--- src/rtl/bus_uart_tx_if.sv ---
// CPU-side register bus plus serial/interrupt outputs of the UART transmitter.
interface bus_uart_tx_if;
  logic        bus_re;
  logic [3:0]  bus_we;
  logic [31:0] bus_addr;
  logic [31:0] bus_wdata;
  logic [31:0] bus_rdata;
  logic        uart_txd;
  logic        irq_empty;

  modport master (
    output bus_re, bus_we, bus_addr, bus_wdata,
    input  bus_rdata, uart_txd, irq_empty
  );

  modport slave (
    input  bus_re, bus_we, bus_addr, bus_wdata,
    output bus_rdata, uart_txd, irq_empty
  );
endinterface

--- src/rtl/bus_uart_tx.sv ---
// Memory-mapped 8N1 UART transmitter with TX FIFO; reads are zero-latency, writes land on the clock edge.
// No backpressure: a push into a full FIFO (without a same-cycle pop) is dropped and flags sticky overflow.
module bus_uart_tx #(
  parameter logic [31:0] BASE_ADDR   = 32'h1000_0000,
  parameter int          FIFO_DEPTH  = 8,
  parameter logic [15:0] DEFAULT_DIV = 16'd868
) (
  input  logic         clk,
  input  logic         rst,
  bus_uart_tx_if.slave bus
);
  localparam int AW = $clog2(FIFO_DEPTH);

  typedef enum logic [1:0] {IDLE, START, DATA, STOP} state_t;

  state_t        r_state;
  state_t        w_state_nxt;
  logic [7:0]    r_fifo [FIFO_DEPTH];
  logic [AW-1:0] r_wr_ptr;
  logic [AW-1:0] r_rd_ptr;
  logic [4:0]    r_count;
  logic          r_ovf;
  logic [15:0]   r_bauddiv;
  logic [15:0]   r_div;
  logic [15:0]   r_baud_cnt;
  logic [2:0]    r_bit_cnt;
  logic [7:0]    r_shift;

  logic        w_sel;
  logic [1:0]  w_off;
  logic        w_empty;
  logic        w_full;
  logic        w_busy;
  logic        w_pop;
  logic        w_push_req;
  logic        w_push;
  logic        w_ovf_set;
  logic        w_ovf_clr;
  logic        w_baud_tc;
  logic        w_txd;
  logic [31:0] w_status;
  logic [31:0] w_rdata;
  logic        w_unused;

  assign w_sel      = (bus.bus_addr[31:4] == BASE_ADDR[31:4]);
  assign w_off      = bus.bus_addr[3:2];
  assign w_empty    = (r_count == 5'd0);
  assign w_full     = (r_count == 5'(FIFO_DEPTH));
  assign w_busy     = (r_state != IDLE);
  assign w_pop      = (r_state == IDLE) && !w_empty;
  assign w_push_req = w_sel && (w_off == 2'd0) && bus.bus_we[0];
  // A pop in the same cycle frees a slot, so a push into a full FIFO still lands.
  assign w_push     = w_push_req && (!w_full || w_pop);
  assign w_ovf_set  = w_push_req && !w_push;
  assign w_ovf_clr  = w_sel && (w_off == 2'd1) && bus.bus_we[0] && bus.bus_wdata[3];
  assign w_baud_tc  = (r_baud_cnt == r_div - 16'd1);
  assign w_status   = {23'b0, r_count, r_ovf, w_busy, w_full, w_empty};
  assign w_unused   = ^{bus.bus_addr[1:0], bus.bus_wdata[31:16], bus.bus_we[3:2]};

  always_ff @(posedge clk) begin
    if (w_push) r_fifo[r_wr_ptr] <= bus.bus_wdata[7:0];
  end

  always_ff @(posedge clk or posedge rst) begin
    if (rst) begin
      r_wr_ptr  <= '0;
      r_rd_ptr  <= '0;
      r_count   <= '0;
      r_ovf     <= 1'b0;
      r_bauddiv <= DEFAULT_DIV;
    end else begin
      if (w_push) r_wr_ptr <= r_wr_ptr + AW'(1);
      if (w_pop)  r_rd_ptr <= r_rd_ptr + AW'(1);
      case ({w_push, w_pop})
        2'b10:   r_count <= r_count + 5'd1;
        2'b01:   r_count <= r_count - 5'd1;
        default: r_count <= r_count;
      endcase
      if (w_ovf_set)      r_ovf <= 1'b1;
      else if (w_ovf_clr) r_ovf <= 1'b0;
      if (w_sel && (w_off == 2'd2)) begin
        if (bus.bus_we[0]) r_bauddiv[7:0]  <= bus.bus_wdata[7:0];
        if (bus.bus_we[1]) r_bauddiv[15:8] <= bus.bus_wdata[15:8];
      end
    end
  end

  always_ff @(posedge clk or posedge rst) begin
    if (rst) r_state <= IDLE;
    else     r_state <= w_state_nxt;
  end

  always_comb begin
    w_state_nxt = r_state;
    w_txd       = 1'b1;
    case (r_state)
      IDLE:  if (!w_empty) w_state_nxt = START;
      START: begin
        w_txd = 1'b0;
        if (w_baud_tc) w_state_nxt = DATA;
      end
      DATA: begin
        w_txd = r_shift[0];
        if (w_baud_tc && (r_bit_cnt == 3'd7)) w_state_nxt = STOP;
      end
      STOP:    if (w_baud_tc) w_state_nxt = IDLE;
      default: w_state_nxt = IDLE;
    endcase
  end

  // Divider is sampled once per frame so BAUDDIV writes only take effect on the next frame.
  always_ff @(posedge clk or posedge rst) begin
    if (rst) begin
      r_shift    <= '0;
      r_bit_cnt  <= '0;
      r_baud_cnt <= '0;
      r_div      <= 16'd1;
    end else if (w_pop) begin
      r_shift    <= r_fifo[r_rd_ptr];
      r_bit_cnt  <= '0;
      r_baud_cnt <= '0;
      r_div      <= (r_bauddiv == 16'd0) ? 16'd1 : r_bauddiv;
    end else if (w_busy) begin
      r_baud_cnt <= w_baud_tc ? 16'd0 : r_baud_cnt + 16'd1;
      if (w_baud_tc && (r_state == DATA)) begin
        r_shift   <= r_shift >> 1;
        r_bit_cnt <= r_bit_cnt + 3'd1;
      end
    end
  end

  always_comb begin
    w_rdata = '0;
    if (bus.bus_re && w_sel) begin
      case (w_off)
        2'd1:    w_rdata = w_status;
        2'd2:    w_rdata = {16'b0, r_bauddiv};
        default: w_rdata = '0;
      endcase
    end
  end

  assign bus.bus_rdata = w_rdata;
  assign bus.uart_txd  = w_txd;
  assign bus.irq_empty = w_empty && !w_busy;
endmodule

--- src/flat_wrapper.sv ---
// flat-port wrapper written by rule: the top's interface ports become plain ports
module bus_uart_tx_flat 
#(
  parameter logic [31:0] BASE_ADDR   = 32'h1000_0000,
  parameter int          FIFO_DEPTH  = 8,
  parameter logic [15:0] DEFAULT_DIV = 16'd868
)
  (clk, rst, bus_bus_re, bus_bus_we, bus_bus_addr, bus_bus_wdata, bus_bus_rdata, bus_uart_txd, bus_irq_empty);
  bus_uart_tx_if bus_i ();
  input  logic clk;
  input  logic rst;
  input wire logic [$bits(bus_i.bus_re)-1:0] bus_bus_re;
  input wire logic [$bits(bus_i.bus_we)-1:0] bus_bus_we;
  input wire logic [$bits(bus_i.bus_addr)-1:0] bus_bus_addr;
  input wire logic [$bits(bus_i.bus_wdata)-1:0] bus_bus_wdata;
  output wire logic [$bits(bus_i.bus_rdata)-1:0] bus_bus_rdata;
  output wire logic [$bits(bus_i.uart_txd)-1:0] bus_uart_txd;
  output wire logic [$bits(bus_i.irq_empty)-1:0] bus_irq_empty;
  assign bus_i.bus_re = bus_bus_re;
  assign bus_i.bus_we = bus_bus_we;
  assign bus_i.bus_addr = bus_bus_addr;
  assign bus_i.bus_wdata = bus_bus_wdata;
  assign bus_bus_rdata = bus_i.bus_rdata;
  assign bus_uart_txd = bus_i.uart_txd;
  assign bus_irq_empty = bus_i.irq_empty;
  bus_uart_tx #(.BASE_ADDR(BASE_ADDR), .FIFO_DEPTH(FIFO_DEPTH), .DEFAULT_DIV(DEFAULT_DIV)) u_core (.clk(clk), .rst(rst), .bus(bus_i));
endmodule
--- config.mk ---
export PLATFORM = sky130hd
export DESIGN_NAME = bus_uart_tx_flat
export DESIGN_NICKNAME = d
export VERILOG_FILES = /design/src/rtl/bus_uart_tx_if.sv /design/src/rtl/bus_uart_tx.sv /design/src/flat_wrapper.sv
export SDC_FILE = /design/constraint.sdc
export NUM_CORES = 1
export LEC_CHECK = 0
export CAP_MARGIN = 20
export CORE_MARGIN = 2
export CORE_UTILIZATION = 55
export DETAILED_ROUTE_END_ITERATION = 6
export PLACE_DENSITY_LB_ADDON = 0.15
export SYNTH_ARGS = -nofsm -noshare
export SYNTH_HDL_FRONTEND = slang
export SYNTH_SLANG_ARGS = --single-unit
--- constraint.sdc ---
create_clock -name clk -period 3 [get_ports clk]
set_input_delay 0.6 -clock clk [delete_from_list [all_inputs] [get_ports clk]]
set_output_delay 0.6 -clock clk [all_outputs]
set_load 0.02 [all_outputs]
==> out/results.ini <==
[run_status]
status=completed

[clock_network]
clk_pin_slew_ns=0.06
cts_buffers=17
cts_tree=built
clk_latency_ns=0.41
cts_sinks=137
htreeDepth=4
cts_root_buf=clkbuf_16
hold_buffers=0
clk_path_buf_depth=2

[finish]
antenna_cells=0
nNetsFinal=787
syn_to_final_growth_pct=26.4
fin_cells=883
drive_above_1_share_pct=22.6

[sta]
fmax_mhz=343
hold_violations=0
fin_crit_sh_pct=97.1
post-route-min-period_ns=2.91
slew_headroom_pct=54.6
setup_viol=0
tightest_slew_ns=0.674
rsz0062_at_grt=yes
finClkSkew_ns=0.00734
tns_ns=0
slew_viol_final=0
setup_slack_ns=0.0867
hold_ws_ns=0.490

[floorplan]
die_h_um=117
row_count=41
start_util_pct=55.7
fp.coreArea_um2=12500
die_w_um=117
die_area_um2=13600
pin_count=105

[worst_setup_path]
path_max_fanout=9
path_cells=clkdlybuf4s50_1 -> nor4_2 -> nand2_1 -> nor3_2 -> buf_4 -> nand3_1 -> buf_6 -> nor2_2 -> buf_6
cp_top_family=buffers and inverters
slowest_stage=clkdlybuf4s50_1
cp-start-kind=input port
critPathMaxStageDelay_ns=0.43
cp.required_ns=2.40
path_buf_inv=4
critPathMostFrequentCell=buf_6
crit_arrival_ns=2.31
end_kind=output port
path_class=in2out

[logic_synthesis]
ys.flop_type=dfrtp_1
yosysWarnings=0
synth.avg_cell_area_um2=11.7
async_flop_share_pct=53.3
syn-cell-area_um2=6970
synth_enable_flop_cells=64
syn_inst=597
synth_seq_cells=137
ys_types=63
ys_seq_area_share_pct=53.9

[flow_run]
drv_cap=0

[drt]
drt-total-wl_um=16400
viasPerCell=5.89
ant_nets=0
drc=0
firstDrtPassIters=5
wl_per_cell_um=18.6
first_iter_violations=465
vias=5202

[grt]
antenna_found_initial=0
track_usage_pct=25.5
overflow=0
grt_pass1_wl_um=26600
grt_pass1_vias=5153
grt_max_degree=74

[pwr]
p_leak_nw=3.56
peakVddDrop_mv=0.524
power_w=0.00424
power.density_nw_per_um2=481

[placed_design]
dp_slack_ns=-0.445
routabilityCongestion=0.871
post-place-cells=845
dp_hpwl_um=11200
io_buffers=68

[min_path]
hold_path_class=reg2reg

-- sequential cells by signal, indices dropped and copies added (netlist names) --
name               count
u_core.r_bit_cnt       3
u_core.r_shift         8
u_core.r_baud_cnt     16
u_core.r_count         5
u_core.r_bauddiv      16
u_core.r_state         2
u_core.r_ovf           1
u_core.r_fifo         64
u_core.r_rd_ptr        3
u_core.r_div          16
u_core.r_wr_ptr        3
-- synth_stat cells, types with 9 or more instances --
master,n,area (µm²)
nand2_1,70,263
nand3_1,25,125
ha_1,17,213
dfrtp_1,67,1680
nor2b_1,9,56.3
mux2_2,20,225
nor2_1,29,109
inv_1,15,56.3
edfxtp_1,64,1920
clkbuf_1,18,67.6
nor4_1,20,125
buf_4,16,120
a31oi_1,18,113
mux4_2,16,360
nand2b_1,13,81.3
o21ai_0,15,75.1
a21oi_1,19,95.1
xnor2_1,18,158
-- repair_timing --
action,in CTS,in global routing
setup buffers,0,4
gates cloned,0,2
setup endpoints to repair,20,45
gates resized for setup,63,53
pin swaps,0,8
-- metrics by stage --
step / instance area, µm² / util, %
after floorplan: 7030 / -
after global placement: 7980 / 63.8
after detailed placement: 7980 / 63.8
after CTS: 8600 / 68.7
after global routing: 8810 / 70.4
final: 8810 / 70.4
-- kinds of logic (layout without fill, tap and decap cells) --
kind of cell             after synthesis  after routing  synth area share (%)
AND/OR/NAND/NOR                      214            214                  15.9
flip-flops                           137            137                  53.9
AO/OA/AOI/OAI                        104            104                  10.3
buffers and inverters                 57            156                  4.29
multiplexers                          40             40                  8.98
XOR/XNOR                              26             26                  3.27
adder cells (fa/ha/maj)               18             18                  3.34
other                                  1             16                0.0538
-- power breakdown --
part | switching [W] | internal [W]
logic | 0.0000739 | 0.0000677
registers | 0.00000000126 | 0.00197
clock network | 0.000773 | 0.00136
total | 0.000847 | 0.00339
-- placed cells by master (no fill, tap or decap), types with 6 or more instances in the layout --
| cell type | instances |
|---|---|
| a31oi_1 | 18 |
| a22oi_1 | 8 |
| nand2b_1 | 13 |
| conb_1 | 16 |
| dfrtp_1 | 67 |
| nor2_1 | 22 |
| xnor2_1 | 18 |
| clkbuf_16 | 19 |
| nor4_1 | 16 |
| buf_4 | 39 |
| ha_1 | 17 |
| a21o_1 | 6 |
| edfxtp_1 | 64 |
| buf_6 | 6 |
| buf_2 | 7 |
| nor3_1 | 7 |
| nor2b_1 | 8 |
| xor2_1 | 8 |
| nand3_1 | 25 |
| and2_1 | 8 |
| mux2_2 | 20 |
| a21oi_1 | 18 |
| inv_1 | 13 |
| clkdlybuf4s50_1 | 51 |
| dfstp_2 | 6 |
| mux4_2 | 16 |
| o21ai_0 | 15 |
| nand2_1 | 69 |
| a211oi_1 | 8 |
| nand4_1 | 8 |
-- final cells by class --
cell class              instances  area, µm²
inverters                      15       56.3
well taps                     172        215
multi-input cells             418       3150
fillers                       896       3710
repair buffers                109       1030
clock buffers                  22        464
clock inverters                10        144
flip-flops and latches        137       3760
-- layer usage --
metal  vias up  wire, µm  GRT usage, %
li1       2412         -             -
met1      2621      6650          33.1
met4         0       142          6.90
met5         -         0             0
met2       156      8770          43.9
met3        13       861          5.35
-- worst register-to-register path, stage by stage (launching register included) --
cell and delay (ns):
dfrtp_1 0.41, inv_1 0.09, ha_1 0.21, or3b_4 0.43, nor4b_4 0.34, a21boi_4 0.12
a2111oi_4 0.36, a41oi_4 0.24, buf_12 0.23, a21o_1 0.15, a22o_1 0.17
-- final timing paths --
| path | slack, ns | end | cells after the start | start |
|---|---|---|---|---|
| hold / removal | 0.49 | u_core.r_div[15] | 2 | u_core.r_div[15] |
| min in group asynchronous | 0.58 | u_core.r_state[1] | 3 | rst |
| max in group asynchronous | 2.05 | u_core.r_bauddiv[9] | 3 | rst |
| setup reg to reg | 0.14 | u_core.r_baud_cnt[3] | 10 | u_core.r_div[1] |
| setup / recovery | 0.09 | bus_bus_rdata[1] | 9 | bus_bus_addr[8] |
| hold reg to reg | 0.49 | u_core.r_div[15] | 2 | u_core.r_div[15] |
Power figures use the tool's default switching activity.
